===== src/rtl/instruction_encoder.sv =====
// instruction_encoder
//   RV32I instruction encoder. A decoded operation select plus register and
//   immediate fields are assembled combinationally into a 32-bit machine word,
//   which is written into a small output FIFO (DEPTH entries, power of two,
//   minimum 2). Illegal operation selects (40..63) are still accepted and are
//   stored as word=0 with the illegal flag set.
//
//   Optional build macro: INSTRUCTION_ENCODER_RANGE_CHECK_EN
//     defined   : entries whose immediate does not fit the format are flagged
//                 illegal; the word still carries the truncated immediate.
//     undefined : immediates are silently truncated.
//
//   Handshake: a transfer happens on a rising edge when valid && ready on that
//   side. in_ready depends only on the fill level (not on out_ready). There is
//   no bypass: a word becomes visible on out_* the cycle after it is accepted.
//
// Ports
//   clk, rst_n          clock, asynchronous active-low reset
//   in_valid/in_ready   request handshake
//   in_op               operation select (0..39 legal)
//   in_rd/in_rs1/in_rs2 register indices
//   in_imm              signed byte-offset immediate (U-type: full upper value)
//   out_valid/out_ready result handshake
//   out_word            encoded instruction at the FIFO head
//   out_illegal         head entry flagged illegal
module instruction_encoder #(
  parameter int DEPTH = 2
) (
  input  logic        clk,
  input  logic        rst_n,
  input  logic        in_valid,
  output logic        in_ready,
  input  logic [5:0]  in_op,
  input  logic [4:0]  in_rd,
  input  logic [4:0]  in_rs1,
  input  logic [4:0]  in_rs2,
  input  logic [31:0] in_imm,
  output logic        out_valid,
  input  logic        out_ready,
  output logic [31:0] out_word,
  output logic        out_illegal
);

  localparam int AW = $clog2(DEPTH);
  localparam logic [AW:0] FULL_CNT = DEPTH[AW:0];

  // Instruction formats
  localparam logic [2:0] F_R  = 3'd0;
  localparam logic [2:0] F_I  = 3'd1;
  localparam logic [2:0] F_S  = 3'd2;
  localparam logic [2:0] F_B  = 3'd3;
  localparam logic [2:0] F_U  = 3'd4;
  localparam logic [2:0] F_J  = 3'd5;
  localparam logic [2:0] F_SH = 3'd6;
  localparam logic [2:0] F_FX = 3'd7;

  // Major opcodes
  localparam logic [6:0] OPC_LUI   = 7'b0110111;
  localparam logic [6:0] OPC_AUIPC = 7'b0010111;
  localparam logic [6:0] OPC_JAL   = 7'b1101111;
  localparam logic [6:0] OPC_JALR  = 7'b1100111;
  localparam logic [6:0] OPC_BR    = 7'b1100011;
  localparam logic [6:0] OPC_LD    = 7'b0000011;
  localparam logic [6:0] OPC_ST    = 7'b0100011;
  localparam logic [6:0] OPC_OPI   = 7'b0010011;
  localparam logic [6:0] OPC_OP    = 7'b0110011;
  localparam logic [6:0] F7_ALT    = 7'b0100000;

  logic [2:0]  fmt;
  logic [6:0]  opc;
  logic [2:0]  f3;
  logic [6:0]  f7;
  logic [31:0] fixed_word;
  logic        op_bad;
  logic [31:0] word;
  logic [31:0] enc_word;
  logic        enc_illegal;

  // Operation select -> format and constant fields
  always_comb begin
    fmt        = F_FX;
    opc        = '0;
    f3         = '0;
    f7         = '0;
    fixed_word = '0;
    op_bad     = 1'b0;
    case (in_op)
      6'd0:  begin fmt = F_U;  opc = OPC_LUI;   end
      6'd1:  begin fmt = F_U;  opc = OPC_AUIPC; end
      6'd2:  begin fmt = F_J;  opc = OPC_JAL;   end
      6'd3:  begin fmt = F_I;  opc = OPC_JALR;  f3 = 3'd0; end
      6'd4:  begin fmt = F_B;  opc = OPC_BR;    f3 = 3'd0; end
      6'd5:  begin fmt = F_B;  opc = OPC_BR;    f3 = 3'd1; end
      6'd6:  begin fmt = F_B;  opc = OPC_BR;    f3 = 3'd4; end
      6'd7:  begin fmt = F_B;  opc = OPC_BR;    f3 = 3'd5; end
      6'd8:  begin fmt = F_B;  opc = OPC_BR;    f3 = 3'd6; end
      6'd9:  begin fmt = F_B;  opc = OPC_BR;    f3 = 3'd7; end
      6'd10: begin fmt = F_I;  opc = OPC_LD;    f3 = 3'd0; end
      6'd11: begin fmt = F_I;  opc = OPC_LD;    f3 = 3'd1; end
      6'd12: begin fmt = F_I;  opc = OPC_LD;    f3 = 3'd2; end
      6'd13: begin fmt = F_I;  opc = OPC_LD;    f3 = 3'd4; end
      6'd14: begin fmt = F_I;  opc = OPC_LD;    f3 = 3'd5; end
      6'd15: begin fmt = F_S;  opc = OPC_ST;    f3 = 3'd0; end
      6'd16: begin fmt = F_S;  opc = OPC_ST;    f3 = 3'd1; end
      6'd17: begin fmt = F_S;  opc = OPC_ST;    f3 = 3'd2; end
      6'd18: begin fmt = F_I;  opc = OPC_OPI;   f3 = 3'd0; end
      6'd19: begin fmt = F_I;  opc = OPC_OPI;   f3 = 3'd2; end
      6'd20: begin fmt = F_I;  opc = OPC_OPI;   f3 = 3'd3; end
      6'd21: begin fmt = F_I;  opc = OPC_OPI;   f3 = 3'd4; end
      6'd22: begin fmt = F_I;  opc = OPC_OPI;   f3 = 3'd6; end
      6'd23: begin fmt = F_I;  opc = OPC_OPI;   f3 = 3'd7; end
      6'd24: begin fmt = F_SH; opc = OPC_OPI;   f3 = 3'd1; end
      6'd25: begin fmt = F_SH; opc = OPC_OPI;   f3 = 3'd5; end
      6'd26: begin fmt = F_SH; opc = OPC_OPI;   f3 = 3'd5; f7 = F7_ALT; end
      6'd27: begin fmt = F_R;  opc = OPC_OP;    f3 = 3'd0; end
      6'd28: begin fmt = F_R;  opc = OPC_OP;    f3 = 3'd0; f7 = F7_ALT; end
      6'd29: begin fmt = F_R;  opc = OPC_OP;    f3 = 3'd1; end
      6'd30: begin fmt = F_R;  opc = OPC_OP;    f3 = 3'd2; end
      6'd31: begin fmt = F_R;  opc = OPC_OP;    f3 = 3'd3; end
      6'd32: begin fmt = F_R;  opc = OPC_OP;    f3 = 3'd4; end
      6'd33: begin fmt = F_R;  opc = OPC_OP;    f3 = 3'd5; end
      6'd34: begin fmt = F_R;  opc = OPC_OP;    f3 = 3'd5; f7 = F7_ALT; end
      6'd35: begin fmt = F_R;  opc = OPC_OP;    f3 = 3'd6; end
      6'd36: begin fmt = F_R;  opc = OPC_OP;    f3 = 3'd7; end
      6'd37: fixed_word = 32'h0FF0000F;
      6'd38: fixed_word = 32'h00000073;
      6'd39: fixed_word = 32'h00100073;
      default: op_bad = 1'b1;
    endcase
  end

  // Field placement; B/J drop immediate bit 0, unused fields stay zero
  always_comb begin
    word = fixed_word;
    case (fmt)
      F_R:  word = {f7, in_rs2, in_rs1, f3, in_rd, opc};
      F_I:  word = {in_imm[11:0], in_rs1, f3, in_rd, opc};
      F_SH: word = {f7, in_imm[4:0], in_rs1, f3, in_rd, opc};
      F_S:  word = {in_imm[11:5], in_rs2, in_rs1, f3, in_imm[4:0], opc};
      F_B:  word = {in_imm[12], in_imm[10:5], in_rs2, in_rs1, f3,
                    in_imm[4:1], in_imm[11], opc};
      F_U:  word = {in_imm[31:12], in_rd, opc};
      F_J:  word = {in_imm[20], in_imm[10:1], in_imm[11], in_imm[19:12],
                    in_rd, opc};
      default: word = fixed_word;
    endcase
  end

`ifdef INSTRUCTION_ENCODER_RANGE_CHECK_EN
  // A value fits a signed N-bit field when all bits from N-1 upward agree.
  logic range_bad;
  always_comb begin
    range_bad = 1'b0;
    case (fmt)
      F_I, F_S: range_bad = !((&in_imm[31:11]) || !(|in_imm[31:11]));
      F_B:      range_bad = !((&in_imm[31:12]) || !(|in_imm[31:12])) || in_imm[0];
      F_J:      range_bad = !((&in_imm[31:20]) || !(|in_imm[31:20])) || in_imm[0];
      F_U:      range_bad = |in_imm[11:0];
      F_SH:     range_bad = |in_imm[31:5];
      default:  range_bad = 1'b0;
    endcase
  end
  assign enc_illegal = op_bad | range_bad;
`else
  assign enc_illegal = op_bad;
`endif

  assign enc_word = op_bad ? 32'h0 : word;

  // Output FIFO
  logic [32:0]   mem [DEPTH];
  logic [AW-1:0] wr_ptr;
  logic [AW-1:0] rd_ptr;
  logic [AW:0]   count;
  logic          push;
  logic          pop;

  assign in_ready  = (count != FULL_CNT);
  assign out_valid = (count != '0);
  assign push      = in_valid && in_ready;
  assign pop       = out_valid && out_ready;

  // Head is masked while empty so reset shows zeros without clearing storage.
  assign out_word    = out_valid ? mem[rd_ptr][31:0] : 32'h0;
  assign out_illegal = out_valid ? mem[rd_ptr][32]   : 1'b0;

  always_ff @(posedge clk or negedge rst_n) begin
    if (!rst_n) begin
      wr_ptr <= '0;
      rd_ptr <= '0;
      count  <= '0;
    end else begin
      if (push) wr_ptr <= wr_ptr + AW'(1);
      if (pop)  rd_ptr <= rd_ptr + AW'(1);
      case ({push, pop})
        2'b10:   count <= count + (AW+1)'(1);
        2'b01:   count <= count - (AW+1)'(1);
        default: count <= count;
      endcase
    end
  end

  always_ff @(posedge clk) begin
    if (push) mem[wr_ptr] <= {enc_illegal, enc_word};
  end

endmodule


===== config.mk =====
export PLATFORM = sky130hd
export DESIGN_NAME = instruction_encoder
export DESIGN_NICKNAME = d
export VERILOG_FILES = /design/src/rtl/instruction_encoder.sv
export SDC_FILE = /design/constraint.sdc
export NUM_CORES = 1
export LEC_CHECK = 0
export ABC_AREA = 1
export CAP_MARGIN = 10
export CORE_ASPECT_RATIO = 0.7
export CORE_MARGIN = 10
export CORE_UTILIZATION = 40
export DETAILED_ROUTE_END_ITERATION = 16
export PLACE_DENSITY = 0.69
export SLEW_MARGIN = 10
export SYNTH_ARGS = -nofsm -noshare
export SYNTH_HDL_FRONTEND = slang
export SYNTH_SLANG_ARGS = --single-unit

===== constraint.sdc =====
create_clock -name clk -period 3.4 [get_ports clk]
set_clock_uncertainty 0.1 [all_clocks]
set_input_delay 0.68 -clock clk [delete_from_list [all_inputs] [get_ports clk]]
set_output_delay 0.68 -clock clk [all_outputs]
set_load 0.01 [all_outputs]

==> reports/results.txt <==
layout cells sized above 1 = 11.7%
final setup TNS = 0 ns
Final Hold Vio Count = 0
post-CTS resize count = 0
fin nets = 651
async set-reset flop share out of synthesis = 5.88%
post-DP HPWL = 9410 µm
final core utilization = 55.5%
clock slew seen by the registers of the worst setup and hold paths = 0.05 ns
CP Capture Type = flip-flop
WS Path Type = in -> reg
TritonCTS Buffers = 9
synthesized flop and latch total = 68
EDFF count, synth = 64
DRC errors left = 0
post-synth net total = 553
TritonRoute pass-1 iters = 6
min-delay worst type = reg -> reg
Avg Cell Area, Syn = 8.15 µm²
routed len/inst = 17.4 µm
FMAX = 337 MHz
Yosys cell types = 35
Hold Buf Count CTS = 0
Detailed Route WL = 12600 µm
Root Driver = clkbuf_16
register area share after synthesis = 50.1%
Die Y = 104 µm
commonest non-fill, non-tap cell in the layout = nand2_1
most frequent cells in the layout = 180 x nand2_1, 91 x clkdlybuf4s50_1, 64 x edfxtp_1
GPL Wtd Cong = 0.940
post-CTS setup buffer count = 0
Post-Syn Area = 4030 µm²
sw frac = 35.1%
DP Area = 5120 µm²
CTS tree = done
Die Width = 140 µm
arrival time worst endpoint = 2.95 ns
Slew Limit Fails = 0
Post-Place Cells = 710
Area Overhead vs Synth = 34.3%
count of final setup violators = 0
Max-slew headroom = 58.8%
Sequential Power Share = 32.9%
unrepaired setup endpoints after global routing = no
vias post-DR = 3893
initial core utilization = 41.3%
core area = 9760 µm²
n_diodes = 0
largest net degree at the start of global routing = 34
clock sink count = 68
number of global-route vias before repair = 3781
Ys Warns = 0
Pwr Density = 712 nW/µm²
Filler Cell Count = 853
register area = 2020 µm²
Synth Instances = 495
Comb pwr share = 43.3%
crit start category = primary input
final instance area = 5420 µm²
Clock Power Share = 23.9%
Psw = 1.35 mW
clk_lat worst skew = 0.33 ns
# H-tree levels = 3
Primary FF master, synth = edfxtp_1
IO Count = 92
Finished Layout Cells = 726
area of the multi-input gates = 1770 µm²
max cap viols = 0
min Tclk post-route = 2.97 ns
Post-DRT Antenna Nets = 0
Pint = 2.50 mW
initial antenna violation count = 0
global-route wire length before repair = 19900 µm
initial DRC count = 373
Req. time, crit path = 3.39 ns
PortBufs = 91
maximum vdd drop = 0.000284 V
Rows = 30
GR Util All Layers = 16.8%
total power = 3.85 mW
Worst-Margin Slew = 0.617 ns
fin crit share = 87.2%
LEAKAGE = 2.26 nW
die area = 14600 µm²
worst-path maximum fanout = 11
worst-case clock buffer depth = 2
status = complete, no violations
via/cell ratio = 5.36
gr ovfl total = 0
## logic make-up (layout without fill, tap and decap cells)
group / after synthesis / count (layout) / synth area share [%]
buf+inv: 57 / 160 / 6.21
flops: 68 / 68 / 50.1
compound gates: 69 / 69 / 9.37
xor+xnor: 3 / 3 / 0.652
simple gates: 297 / 297 / 33.3
fa+ha+maj: 1 / 1 / 0.310
## synthesized netlist by cell type, drive strengths merged, types with 2 or more instances
cell type	instances	area, µm²
buf	10	68.8
nand3	42	258
o211ai	2	15.0
xnor2	2	17.5
o21ai	19	95.1
dfrtp	4	100
a21oi	39	195
nor3	6	35.0
o2111ai	2	17.5
nand4	13	81.3
edfxtp	64	1920
inv	36	140
nor2	51	251
a22oi	3	22.5
nand2	184	711
clkbuf	10	37.5
## through the flow
stage | worst slack (ns) | hold WS, ns
3_3_place_gp | 0.139 | 0.408
2_1_floorplan | 0.726 | 0.284
3_5_place_dp | 0.128 | 0.407
6_report | 0.434 | 0.419
5_1_grt | 0.253 | 0.459
4_1_cts | 0.422 | 0.419
## power groups by stage
stage               combinational (mW)  clock (mW)  sequential (mW)
finish                            1.67       0.920             1.27
global route                      1.82       0.968             1.29
CTS                               1.69       0.932             1.27
detailed placement                1.68           0             1.28
global placement                  1.66           0             1.28
floorplan                        0.826           0             1.27
## layout make-up
class                      count  area share [%]
clock buffer                   9            4.16
clock inverter                 7            1.22
inverter                      37            2.66
multi-input combinational    370            32.6
sequential                    68            37.3
tap                          128            2.96
timing repair buffer         107            19.0
## critical path: stages
cell             delay (ns)
clkdlybuf4s50_1        0.69
inv_2                  0.09
nand2_1                0.11
nor2_1                 0.07
nand2_1                0.08
nand2_1                0.08
nor2_2                 0.15
nand3_2                0.27
nor2_4                 0.20
nand3_4                0.17
inv_6                  0.15
nand2_4                0.08
nand2_1                0.07
inv_1                  0.06
## sequential cells by signal, indices dropped and copies added, names as in the netlist
register and count:
rd_ptr 1, count 2, mem 64, wr_ptr 1
## routing by layer
| metal | wire length (µm) | global-route usage [%] | vias to the layer above |
|---|---|---|---|
| met5 | 0 | 0 | - |
| met4 | 172 | 5.29 | 0 |
| met3 | 1020 | 4.79 | 20 |
| met2 | 5770 | 25.7 | 169 |
| met1 | 5640 | 22.3 | 1832 |
| li1 | - | - | 1872 |
## worst paths after layout
kind,slack (ns),startpoint,endpoint,cells past startpoint
min in group asynchronous,0.46,rst_n,wr_ptr,1
worst max-delay path,0.43,in_op[1],mem[0][3],14
max in group asynchronous,2.56,rst_n,count[1],1
worst max register to register,1.33,count[0],count[1],7
worst min-delay path,0.42,count[1],count[1],1
worst min register to register,0.42,count[1],count[1],1
No activity file was read; power rests on OpenSTA's default activity.
